## config.mk

```make
export PLATFORM = sky130hd
export DESIGN_NAME = truth_sweep_ctrl
export DESIGN_NICKNAME = d
export VERILOG_FILES = /design/src/rtl/truth_sweep_pkg.sv /design/src/rtl/truth_sweep_dwell_timer.sv /design/src/rtl/truth_sweep_ctrl.sv
export SDC_FILE = /design/constraint.sdc
export NUM_CORES = 1
export LEC_CHECK = 0
export CAP_MARGIN = 25
export CORE_MARGIN = 2
export CORE_UTILIZATION = 50
export CTS_CLUSTER_SIZE = 10
export DETAILED_ROUTE_END_ITERATION = 16
export GPL_TIMING_DRIVEN = 1
export HOLD_SLACK_MARGIN = 0.12
export PLACE_DENSITY = 0.89
export SLEW_MARGIN = 20
export SYNTH_ARGS = -nofsm -noshare
export SYNTH_HDL_FRONTEND = slang
export SYNTH_HIERARCHICAL = 1
export SYNTH_SLANG_ARGS = --single-unit
```

## constraint.sdc

```tcl
create_clock -name clk -period 3.6 [get_ports clk]
set_input_delay 0.54 -clock clk [delete_from_list [all_inputs] [get_ports clk]]
set_output_delay 0.54 -clock clk [all_outputs]
set_load 0.02 [all_outputs]
```

## src/rtl/truth_sweep_pkg.sv

```systemverilog
// Shared definitions for the truth-table sweep controller: state encoding,
// vector count and counter widths.
package truth_sweep_pkg;

    localparam int NUM_VEC = 16;
    localparam int IDX_W   = 4;
    localparam int DWELL_W = 8;

    typedef enum logic [1:0] {
        IDLE  = 2'd0,
        DRIVE = 2'd1,
        DONE  = 2'd2
    } sweep_state_t;

endpackage

```

## src/rtl/truth_sweep_dwell_timer.sv

```systemverilog
// dwell_timer: 8-bit cycle counter that measures how long the current input
// vector has been held. expire is high on the last hold cycle (count ==
// DWELL-1); the counter wraps back to zero on that cycle so the next vector
// starts a fresh dwell.
module dwell_timer
    import truth_sweep_pkg::*;
#(
    parameter int DWELL = 2
) (
    input  logic clk,
    input  logic rst_n,
    input  logic clr,
    input  logic en,
    output logic expire
);

    localparam logic [DWELL_W-1:0] LAST = DWELL_W'(DWELL - 1);

    logic [DWELL_W-1:0] r_count;

    assign expire = (r_count == LAST);

    // Count hold cycles; clear has priority, wrap to zero on expiry.
    always_ff @(posedge clk) begin
        if (!rst_n) begin
            r_count <= '0;
        end else if (clr) begin
            r_count <= '0;
        end else if (en) begin
            r_count <= expire ? '0 : r_count + 8'd1;
        end
    end

endmodule

```

## src/rtl/truth_sweep_ctrl.sv

```systemverilog
// truth_sweep_ctrl: drives all 16 input vectors {a,b,c,d} onto a 4-input
// combinational unit, holds each for DWELL cycles, and captures the f/g
// responses into 16-bit truth tables. Optional macro SWEEP_CHECK_EN adds
// expected-table inputs, a mismatch counter and a pass flag.
//
// Control inputs: start and abort are plain levels sampled at the rising
// edge; there is no ready. start is acted on only in IDLE and only when abort
// is low; abort is acted on only in DRIVE. done is a registered one-cycle
// pulse that follows the DONE state by one edge.
module truth_sweep_ctrl
    import truth_sweep_pkg::*;
#(
    parameter int DWELL = 2
) (
    input  logic        clk,
    input  logic        rst_n,
    input  logic        start,
    input  logic        abort,
    input  logic        f,
    input  logic        g,
`ifdef SWEEP_CHECK_EN
    input  logic [15:0] exp_f,
    input  logic [15:0] exp_g,
    output logic [5:0]  mism_cnt,
    output logic        pass,
`endif
    output logic        a,
    output logic        b,
    output logic        c,
    output logic        d,
    output logic        busy,
    output logic        done,
    output logic [15:0] tt_f,
    output logic [15:0] tt_g,
    output logic [1:0]  o_dbg_state
);

    localparam logic [IDX_W-1:0] LAST_IDX = IDX_W'(NUM_VEC - 1);

    sweep_state_t     r_state;
    sweep_state_t     w_next;
    logic [IDX_W-1:0] r_idx;
    logic             r_done;
    logic [15:0]      r_tt_f;
    logic [15:0]      r_tt_g;
    logic             w_expire;
    logic             w_start_ok;
    logic             w_sample;
    logic             w_in_drive;
    logic [IDX_W-1:0] w_abcd;

    assign w_in_drive = (r_state == DRIVE);
    assign w_start_ok = (r_state == IDLE) && start && !abort;
    // abort beats a coinciding sample: the vector in flight is not captured.
    assign w_sample   = w_in_drive && !abort && w_expire;
    assign w_abcd     = w_in_drive ? r_idx : '0;

    assign {a, b, c, d} = w_abcd;
    assign busy         = w_in_drive;
    assign done         = r_done;
    assign tt_f         = r_tt_f;
    assign tt_g         = r_tt_g;
    assign o_dbg_state  = r_state;

    dwell_timer #(
        .DWELL (DWELL)
    ) u_dwell_timer (
        .clk    (clk),
        .rst_n  (rst_n),
        .clr    (!w_in_drive || abort),
        .en     (w_in_drive),
        .expire (w_expire)
    );

    // State register.
    always_ff @(posedge clk) begin
        if (!rst_n) begin
            r_state <= IDLE;
        end else begin
            r_state <= w_next;
        end
    end

    // Next-state logic.
    always_comb begin
        w_next = r_state;
        case (r_state)
            IDLE:    if (w_start_ok) w_next = DRIVE;
            DRIVE: begin
                if (abort) begin
                    w_next = IDLE;
                end else if (w_sample && (r_idx == LAST_IDX)) begin
                    w_next = DONE;
                end
            end
            DONE:    w_next = IDLE;
            default: w_next = IDLE;
        endcase
    end

    // Vector index, completion pulse and truth-table capture.
    always_ff @(posedge clk) begin
        if (!rst_n) begin
            r_idx  <= '0;
            r_done <= 1'b0;
            r_tt_f <= '0;
            r_tt_g <= '0;
        end else begin
            r_done <= (r_state == DONE);
            if (w_start_ok) begin
                r_idx <= '0;
            end else if (w_sample && (r_idx != LAST_IDX)) begin
                r_idx <= r_idx + 4'd1;
            end
            if (w_sample) begin
                r_tt_f[r_idx] <= f;
                r_tt_g[r_idx] <= g;
            end
        end
    end

`ifdef SWEEP_CHECK_EN
    logic [5:0] r_mism;

    assign mism_cnt = r_mism;
    assign pass     = (r_mism == 6'd0);

    // Accumulate response mismatches against the expected tables.
    always_ff @(posedge clk) begin
        if (!rst_n) begin
            r_mism <= '0;
        end else if (w_start_ok) begin
            r_mism <= '0;
        end else if (w_sample) begin
            r_mism <= r_mism + {5'd0, (f != exp_f[r_idx])}
                             + {5'd0, (g != exp_g[r_idx])};
        end
    end
`endif

endmodule

```

# Word-level counts from Yosys, hierarchy flattened

Index checks and enable logic that the tools add are counted.

Input port bits: 6
Logic and storage cells: 42
Register bits: 47

$lt $le $gt $ge: 2
Reduce and logical (&&, ||, !) cells: 14
Equality and inequality tests: 7
Bitwise logic cells: 1
Add/subtract/negate cells: 2
Mux-type cells: 10

Operators with widths:

| kind                  | count |
|---|---|
| $bwmux W16            | 2 |
| $add A8 B1 Y8 const B | 1 |
| $eq A8 B1 Y1 const B  | 1 |
| $mux W8               | 1 |
| $logic_and A1 B1 Y1   | 7 |
| $mux W2               | 3 |
| $lt A4 B5 Y1 const B  | 1 |
| $add A4 B1 Y4 const B | 1 |
| $demux W1 S4          | 1 |
| $eq A4 B4 Y1 const B  | 1 |
| $ge A4 B1 Y1 const B  | 1 |
| $mux W4               | 1 |
| $ne A4 B4 Y1 const B  | 1 |
| $pmux W2 S2           | 1 |
| $reduce_or A2 Y1      | 2 |
| $ne A3 B2 Y1 const B  | 1 |
| $eq A2 B1 Y1 const B  | 1 |
| $eq A2 B2 Y1 const B  | 1 |
| $logic_not A1 Y1      | 2 |
| $logic_not A2 Y1      | 1 |
| $ne A2 B2 Y1 const B  | 1 |
| $reduce_and A2 Y1     | 1 |
| $logic_or A1 B1 Y1    | 1 |
| $mux W1               | 1 |
| $not A1 Y1            | 1 |

# Depth between registers and ports, before layout

Gate-level depths: netlist of run 1.

Depth after elaboration: 7
Mapped depth: 9

# Modules after synthesis

The synthesis of run 1 kept the hierarchy.

By module, submodules not included:

| module           | instances | cells each | area each (µm²) |
|---|---|---|---|
| truth_sweep_ctrl | 1         | 175        | 1,701.6 |
| dwell_timer      | 1         | 43         | 400.4 |

# Worst setup path before layout of run 1

OpenSTA, ideal clock, no wires.

Path kind: register -> register
Start point: reg u_dwell_timer.r_count[0]
End point: reg r_tt_g[4], in the netlist tt_g[4]
Clock period less this slack: 2.443 ns
Path slack: 1.157 ns
Cell stages (with the launch flop): 9
Required time: 3.468 ns
Arrival: 2.311 ns
Cell sequence: dfxtp_1 -> ha_1 -> or4b_4 -> nor4_1 -> nor4bb_1 -> buf_4 -> buf_12 -> nand3_2 -> mux2i_1

Word-level cells in the longest chain between the ends: 2

Ends and longest elaborated chain:

| element                         | line                          | text |
|---|---|---|
| from (decl)                     | truth_sweep_dwell_timer.sv:19 | `logic [DWELL_W-1:0] r_count;` |
| from (signal assigned)          | truth_sweep_dwell_timer.sv:30 | `r_count <= expire ? '0 : r_count + 8'd1;` |
| $eq A8 B1 Y1                    | truth_sweep_dwell_timer.sv:21 | `assign expire = (r_count == LAST);` |
| via w_expire                    | truth_sweep_ctrl.sv:46        | `logic w_expire;` |
| $logic_and A1 B1 Y1             | truth_sweep_ctrl.sv:55        | `assign w_sample = w_in_drive && !abort && w_expire;` |
| to (signal, indexed assignment) | truth_sweep_ctrl.sv:117       | `r_tt_g[r_idx] <= g;` |
| to (decl)                       | truth_sweep_ctrl.sv:45        | `logic [15:0] r_tt_g;` |

The timed path passes the listed nets, and every way through them passes these cells.
A chain may end at the register's enable or synchronous reset.

# Final worst setup path of run 1

Start point: reg u_dwell_timer.r_count[0]
End point: reg r_idx[2]

Word-level cells in the longest chain between the ends: 3

Ends and longest elaborated chain:

| element              | line                          | text |
|---|---|---|
| $eq A8 B1 Y1         | truth_sweep_dwell_timer.sv:21 |  |
| via w_expire         | truth_sweep_ctrl.sv:46        |  |
| $logic_and A1 B1 Y1  | truth_sweep_ctrl.sv:55        |  |
| $logic_and A1 B1 Y1  | truth_sweep_ctrl.sv:112       | `end else if (w_sample && (r_idx != LAST_IDX)) begin` |
| to (signal assigned) | truth_sweep_ctrl.sv:113       | `r_idx <= r_idx + 4'd1;` |
| to (decl)            | truth_sweep_ctrl.sv:42        | `logic [IDX_W-1:0] r_idx;` |

The timed path passes the listed nets, and every way through them passes these cells.

==> results of run 1 <==
==> where the power goes <==
part	total (µW)	switching, µW	internal (µW)
clock network	337	181	157
logic	35.1	21.8	13.3
registers	521	1.36	520
==> state kept, by name, indices dropped and copies added, names as in the netlist <==
name                   cells
tt_f                      16
tt_g                      16
u_dwell_timer/r_count      8
r_idx                      4
o_dbg_state                2
done                       1
==> final cells by class <==
class	count	area (µm²)	area share (%)
inverter	5	18.8	0.702
clock buffer	6	82.6	3.09
multi-input combinational	155	1080	40.4
sequential	47	941	35.2
tap	50	62.6	2.34
clock inverter	2	16.3	0.608
timing repair buffer	48	473	17.7
==> kinds of logic (layout without fill, tap and decap cells) <==
logic type / count (synthesis) / in the layout / synth area share, %
muxes: 30 / 30 / 14.3
buffers and inverters: 16 / 61 / 4.11
AOI/OAI and AO/OA: 21 / 21 / 6.37
xor gates and xnor gates: 4 / 4 / 1.67
and+or+nand+nor: 94 / 94 / 25.2
DFF: 47 / 47 / 44.8
adders and majority gates: 6 / 6 / 3.57
==> routing by layer <==
| layer | up-vias | part of all wire, % | track usage (%) |
|---|---|---|---|
| met5 | - | 0 | 0 |
| met3 | 13 | 4.9 | 4.87 |
| met2 | 52 | 45 | 29.9 |
| met4 | 0 | 2.5 | 8.58 |
| met1 | 791 | 47 | 29.2 |
| li1 | 846 | - | - |
==> cells in the final DEF (no fill, tap or decap), types with 5 or more instances in the layout <==
master	netlist	routed
sky130_fd_sc_hd__dfxtp_1	47	47
sky130_fd_sc_hd__inv_1	5	5
sky130_fd_sc_hd__a21oi_1	7	7
sky130_fd_sc_hd__ha_1	6	6
sky130_fd_sc_hd__clkbuf_8	0	6
sky130_fd_sc_hd__clkdlybuf4s50_1	0	45
sky130_fd_sc_hd__nand3_1	10	10
sky130_fd_sc_hd__o21ai_0	6	6
sky130_fd_sc_hd__nand4_1	6	6
sky130_fd_sc_hd__nor2_1	7	7
sky130_fd_sc_hd__mux2i_1	30	30
sky130_fd_sc_hd__nand2_1	41	41
==> metrics by stage <==
| stage | instance area [µm²] | setup slack [ns] |
|---|---|---|
| floorplan | 2100 | 1.16 |
| global placement | 2580 | 0.905 |
| detailed placement | 2580 | 0.798 |
| CTS | 2680 | 0.788 |
| global route | 2680 | 0.538 |
| finish | 2680 | 0.759 |
==> worst reg2reg max path, stage by stage, from the launching register on <==
cell	delay, ns
sky130_fd_sc_hd__dfxtp_1	0.43
sky130_fd_sc_hd__ha_1	0.17
sky130_fd_sc_hd__or4b_4	0.47
sky130_fd_sc_hd__nor4_1	0.61
sky130_fd_sc_hd__nor4bb_2	0.38
sky130_fd_sc_hd__buf_4	0.27
sky130_fd_sc_hd__nand3_1	0.18
sky130_fd_sc_hd__nor3b_1	0.18
==> how the worst max path moves through the flow <==
stage / cells after the start / end / start
after floorplan: 8 / tt_g[4]$_SDFFE_PN0P_ / u_dwell_timer/r_count[0]$_SDFFE_PP0P_
after CTS: 7 / r_idx[2]$_SDFFE_PP0P_ / u_dwell_timer/r_count[0]$_SDFFE_PP0P_
after detailed placement: 7 / r_idx[2]$_SDFFE_PP0P_ / u_dwell_timer/r_count[0]$_SDFFE_PP0P_
after global placement: 7 / r_idx[2]$_SDFFE_PP0P_ / u_dwell_timer/r_count[0]$_SDFFE_PP0P_
after global routing: 7 / r_idx[2]$_SDFFE_PP0P_ / u_dwell_timer/r_count[0]$_SDFFE_PP0P_
final: 7 / r_idx[2]$_SDFFE_PP0P_ / u_dwell_timer/r_count[0]$_SDFFE_PP0P_
==> impl_summary.txt, run 1 <==
----------------------------------------------------
[Status]
  Status ... finished clean

[Die]
  Initial standard-cell utilization of the core ... 52.2%
  Die Wd ... 68.8 µm
  Die boundary height ... 68.8 µm
  Number of placement rows ... 23
  Std-Cell Core Area ... 0.00403 mm²
  Number of ports placed on the die boundary ... 46
  Full die area ... 0.00474 mm²

[Power and ir drop]
  Leakage power total ... 0.00103 µW
  Power Total ... 894 µW
  Worst voltage drop across the vdd grid ... 0.266 mV
  Power per cell area ... 334 mW/mm²

[Critical path]
  Data required time at the worst endpoint ... 3.76 ns
  Endpoint of the most critical register-to-register path ... r_idx[2]$_SDFFE_PP0P_
  Crit end category ... register
  Largest stage delay on the critical path ... 0.61 ns
  Endpoint arrival time on the critical path ... 3.01 ns
  Cell with the biggest individual delay on the critical path ... sky130_fd_sc_hd__nor4_1
  Critical path launch point type ... register
  Path type of the worst setup path ... register to register
  Count of buffer and inverter cells on the critical path ... 1
  Largest delay share family, worst path ... simple AND/OR/NAND/NOR gates
  Cells along the critical path ... ha_1 > or4b_4 > nor4_1 > nor4bb_2 > buf_4 > nand3_1 > nor3b_1
  Minimum setup slack among reg-to-reg paths ... 0.76 ns
  Maximum fanout count along the critical path ... 16
  Launching point of the worst reg2reg path ... u_dwell_timer/r_count[0]$_SDFFE_PP0P_
  Number of cells traversed by the worst register-to-register path ... 7

[Place]
  Number of buffers added on ports ... 45
  Placer Congestion ... 0.833
  Placed cells ... 305
  HPWL reported at the end of detailed placement ... 3.24 mm

[Clock network]
  Hold-fix buffer count after cts ... 0
  Clock buffers created by TritonCTS ... 5
  CTS Sinks ... 47
  H-tree lvl count ... 2
  Clock-pin transition on the worst setup and hold timing paths ... 0.08 ns
  Root buf cell ... sky130_fd_sc_hd__clkbuf_8
  Maximum buffer depth of the clock tree ... 2
  TritonCTS clock tree ... built
  Worst-Skew Late Latency ... 0.31 ns
  Post-cts repair resize count ... 0
  Number of buffers inserted to repair setup after CTS ... 0

[Logic synthesis]
  Count of flip-flops with a built-in enable after synthesis ... 0
  Yosys warns ... 6
  Syn nets ... 230
  Cell variety after synth ... 41
  Synthesized cell area ... 0.00210 mm²
  Most used standard cell by instance count after synthesis ... sky130_fd_sc_hd__dfxtp_1
  Total of flip-flops plus latches after synthesis ... 47
  Seq/Total Area, Yosys ... 44.8%
  Cells taking the most area after synthesis ... sky130_fd_sc_hd__dfxtp_1 45%, sky130_fd_sc_hd__mux2i_1 14%, sky130_fd_sc_hd__nand2_1 7.3%
  Gate Count Post-Synth ... 218
  Avg Cell Area, Syn ... 9.64 µm²
  Top post-synthesis cells by count ... 47 x sky130_fd_sc_hd__dfxtp_1, 41 x sky130_fd_sc_hd__nand2_1, 30 x sky130_fd_sc_hd__mux2i_1
  Top-area cell type share of the netlist area ... 44.8%
  Post-synthesis cell type with the largest combined area ... sky130_fd_sc_hd__dfxtp_1
  Fraction of synthesis flops using an asynchronous set or reset pin ... 0%
  Most used flip-flop cell after synthesis ... sky130_fd_sc_hd__dfxtp_1

[Timing]
  Post-route minimum period ... 2.84 ns
  Total Negative Setup Slacks ... 0 ns
  Final hold vios ... 0
  Fmax ... 352 MHz
  Max-Slew Margin vs Limit ... 45.0%
  Post-route worst hold slack ... 0.462 ns
  Final period util ... 78.9%
  Slew Limit Fails ... 0
  Worst clock skew ... 0.00461 ns
  Tightest Pin Transition ... 0.815 ns
  Setup repair after global routing missed its margin ... no
  Number of endpoints failing setup at the final stage ... 0

[Route]
  Remaining DRCs ... 0
  Wire length reported by the detailed router ... 4.49 mm
  Count of nets left with antenna violations after detail routing ... 0
  Starting DRC count in detailed routing ... 123
  DR WL/cell ... 14.3 µm
  TritonRoute pass-1 iters ... 4
  Number of vias in the routed layout ... 1702
  Via count normalized by instance count ... 5.44

[Finish]
  Final net count ... 274
  Fraction of final layout cells with drive strength greater than 1 ... 9.13%
  Non-filler instance count after layout ... 313
  Antenna Cells ... 0
  Layout fillers ... 335
  Area growth syn-to-layout ... 27.3%
  Share of the core filled with cells in the final layout ... 66.4%

[Hold path]
  Number of cells on the worst hold path ... 2
  Min-Delay Path Class ... register to register
  Terminating pin of the worst hold path ... tt_g[7]$_SDFFE_PN0P_
  Startpoint of the lowest-slack hold path ... tt_g[7]$_SDFFE_PN0P_

[GRT]
  Pin count of the biggest net entering global routing ... 31
  Global route total overflow ... 0
  Antenna violations before repair ... 0
  Global routing usage summed across all routing layers ... 20.6%
  Number of global-route vias before repair ... 1492
  First-pass GRT wire length ... 7.20 mm

[Flow run]
  Max-cap violation count ... 0

----------------------------------------------------
Power figures use the tool's default switching activity.
==> run 2: changes to the inputs <==
Settings changed: CORE_UTILIZATION 50 to 45, PLACE_DENSITY 0.89 to 0.85.
Clock period 3.6 ns to 2.6 ns, I/O delays scaled along.
==> run 2 against run 1 <==
Compared with the run above:
- die area is 10% higher
- worst hold slack better by 0.00055 ns
- flip-flop and latch count stayed put
- design area is 2.2% higher
- via count hardly changed
- setup slack worse by 0.55 ns
- sequential power is 39% higher
- critical path depth stayed put
- fmax is 19% higher
- first-iteration DRC count is 4.1% higher
- register-to-register slack worse by 0.55 ns
- core utilization is 4.4 points lower
- critical path type unchanged
- critical endpoint unchanged
==> impl_summary.txt, run 2 (synthesized netlist as in run 1, its figures left out) <==
----------------------------------------------------
[Critical path]
  Count of buffer and inverter cells on the critical path ... 1 (unchanged)
  Largest delay share family, worst path ... simple AND/OR/NAND/NOR gates
  Cells along the critical path ... ha_1 > or4b_4 > nor4_2 > nor4bb_4 > buf_4 > nand3_1 > nor3b_1
  Data required time at the worst endpoint ... 2.76 ns (-1.00 ns)
  Largest stage delay on the critical path ... 0.49 ns (-0.12 ns)
  Launching point of the worst reg2reg path ... u_dwell_timer/r_count[0]$_SDFFE_PP0P_
  Maximum fanout count along the critical path ... 8 (-8)
  Minimum setup slack among reg-to-reg paths ... 0.21 ns (-0.55 ns)
  Path type of the worst setup path ... register to register
  Startpoint of the worst setup timing path ... u_dwell_timer/r_count[0]$_SDFFE_PP0P_
  Crit end category ... register
  Endpoint arrival time on the critical path ... 2.55 ns (-0.46 ns)
  Critical path launch point type ... register
  Cell with the biggest individual delay on the critical path ... sky130_fd_sc_hd__or4b_4

[Timing]
  Post-layout worst setup margin ... 0.206 ns (-0.553 ns)
  Final hold vios ... 0 (unchanged)
  Tightest Pin Transition ... 0.701 ns (-0.114 ns)
  Fmax ... 418 MHz (+19%)
  Post-route minimum period ... 2.39 ns (-0.447 ns)
  Total Negative Setup Slacks ... 0 ns (unchanged)
  Max-Slew Margin vs Limit ... 52.6% (+7.7 points)
  Final period util ... 92.1% (+13 points)
  Worst clock skew ... 0.00948 ns (+0.00487 ns)
  Slew Limit Fails ... 0 (unchanged)
  Setup repair after global routing missed its margin ... no
  Number of endpoints failing setup at the final stage ... 0 (unchanged)

[GRT]
  First-pass GRT wire length ... 7.49 mm (+4.0%)
  Number of global-route vias before repair ... 1622 (+8.7%)
  Global routing usage summed across all routing layers ... 18.1% (-2.5 points)
  Global route total overflow ... 0 (unchanged)
  Antenna violations before repair ... 0 (unchanged)
  Pin count of the biggest net entering global routing ... 31 (unchanged)

[Route]
  Via count normalized by instance count ... 5.35 (-1.6%)
  Wire length on met2 ... 2.32 mm (+14%)
  TritonRoute pass-1 iters ... 4 (unchanged)
  Number of vias in the routed layout ... 1701 (-0.059%)
  Count of nets left with antenna violations after detail routing ... 0 (unchanged)
  Top layer used by detailed routing ... met4
  Wire length reported by the detailed router ... 4.62 mm (+3.0%)
  Wire length on met3 ... 157 µm (-28%)
  DR WL/cell ... 14.5 µm (+1.4%)
  Remaining DRCs ... 0 (unchanged)
  Routed metal-1 wirelength ... 2.09 mm (-1.2%)
  Starting DRC count in detailed routing ... 128 (+4.1%)

[Power and ir drop]
  Power per cell area ... 486 mW/mm² (+46%)
  Share of total power consumed by net switching ... 20.7% (-2.1 points)
  Leakage power total ... 0.00106 µW (+3.1%)
  Worst voltage drop across the vdd grid ... 0.389 mV (+46%)
  Int Power ... 1050 µW (+53%)
  Part of the total power dissipated in combinational logic ... 3.6% (-0.3 points)
  Power spent charging and discharging nets ... 275 µW (+35%)
  Register share of total power ... 54.3% (-4.0 points)
  Clock share of power ... 42.1% (+4.4 points)

[Finish]
  Antenna Cells ... 0 (unchanged)
  Share of the core filled with cells in the final layout ... 62.0% (-4.4 points)
  Area of the multi-input gates ... 0.00110 mm² (+1.4%)
  Fraction of final layout cells with drive strength greater than 1 ... 10.5% (+1.4 points)
  Most frequent cells in the layout ... 47 x sky130_fd_sc_hd__dfxtp_1, 45 x sky130_fd_sc_hd__clkdlybuf4s50_1, 41 x sky130_fd_sc_hd__nand2_1, 30 x sky130_fd_sc_hd__mux2i_1, 10 x sky130_fd_sc_hd__nand3_1
  Final instance area ... 0.00274 mm² (+2.2%)
  FF/Latch Area ... 941 µm² (unchanged)
  Area growth syn-to-layout ... 30.1%
  Most common cell after layout, fill and taps aside ... sky130_fd_sc_hd__dfxtp_1
  Final net count ... 277 (+1.1%)
  Layout fillers ... 387 (+16%)

[Hold path]
  Startpoint of the lowest-slack hold path ... tt_f[11]$_SDFFE_PN0P_
  Min-Delay Path Class ... register to register

[Clock network]
  Worst-Skew Late Latency ... 0.30 ns (about the same)
  Clock-pin transition on the worst setup and hold timing paths ... 0.09 ns (about the same)
  CTS Sinks ... 47 (unchanged)
  H-tree lvl count ... 2 (unchanged)
  Root buf cell ... sky130_fd_sc_hd__clkbuf_8
  Maximum buffer depth of the clock tree ... 2 (unchanged)
  TritonCTS clock tree ... built
  Clock buffers created by TritonCTS ... 5 (unchanged)

[Die]
  Std-Cell Core Area ... 0.00441 mm² (+9.6%)
  Die Wd ... 72.3 µm (+5.1%)
  Number of placement rows ... 24 (+4.3%)
  Initial standard-cell utilization of the core ... 47.6% (-4.6 points)
  Number of ports placed on the die boundary ... 46 (unchanged)
  Die boundary height ... 72.3 µm (+5.1%)
  Full die area ... 0.00523 mm² (+10%)

[Place]
  Placer Congestion ... 0.837 (+0.50%)
  Area of placed instances ... 0.00259 mm² (+0.39%)
  HPWL reported at the end of detailed placement ... 3.21 mm (-0.95%)
  Number of buffers added on ports ... 45 (unchanged)
  Worst setup slack before clock tree synthesis ... 0.165 ns (-0.632 ns)

[Flow run]
  Max-cap violation count ... 0 (unchanged)

[Status]
  Status ... finished clean

----------------------------------------------------
run 2: worst paths after layout:
check / to / cells after the start
worst max-delay path: r_idx[2]$_SDFFE_PP0P_ / 7
worst max register to register: r_idx[2]$_SDFFE_PP0P_ / 7
worst min-delay path: tt_f[11]$_SDFFE_PN0P_ / 2
worst min register to register: tt_f[11]$_SDFFE_PN0P_ / 2
run 2: worst register-to-register path: cells and delay by family, from the launching register on:
kind | cells | cell delay, ns
fa+ha+maj | 1 | 0.17
buf+inv | 1 | 0.21
flops | 1 | 0.43
simple gates | 5 | 1.45
run 2: power by group through the flow:
stage	clock (µW)	sequential, µW	combinational [µW]
4_1_cts	571	722	47.8
2_1_floorplan	0	739	27.3
5_1_grt	598	722	52.4
3_3_place_gp	0	739	47.6
6_report	560	722	48.4
3_5_place_dp	0	739	47.7
run 2: area by class of cell:
cell class / instances / area share, %
Clock buffer: 6 / 3.02
Clock inverter: 2 / 1.42
Inverter: 5 / 0.686
Multi-Input combinational cell: 155 / 40.1
Sequential cell: 47 / 34.4
Tap cell: 52 / 2.38
Timing Repair Buffer: 51 / 18.0
run 2: through the flow:
step | hold WS, ns | power, µW | instances
6_report | 0.462 | 1330 | 318
3_5_place_dp | 0.450 | 786 | 308
3_3_place_gp | 0.448 | 786 | 308
4_1_cts | 0.469 | 1340 | 316
2_1_floorplan | 0.465 | 766 | 218
5_1_grt | 0.485 | 1370 | 318
run 2: metal layers:
| layer | global-route usage (%) | vias up |
|---|---|---|
| li1 | - | 850 |
| met1 | 23.5 | 817 |
| met2 | 29.2 | 30 |
| met3 | 4.17 | 4 |
| met4 | 7.34 | 0 |
| met5 | 0 | - |
run 2: repair_timing:
| action | 4_1_cts | 5_1_grt |
|---|---|---|
| gates resized for setup | 0 | 4 |
| buffers inserted | 0 | 1 |
| endpoints found under the setup margin | 0 | 11 |
| hold buffers | 0 | 0 |
==> run 3: changes to the inputs <==
Settings changed: ABC_CLOCK_PERIOD_IN_PS from default to 2600.
==> results of run 3 <==
The final DEF is identical to that of run 2; final timing and power are the same.
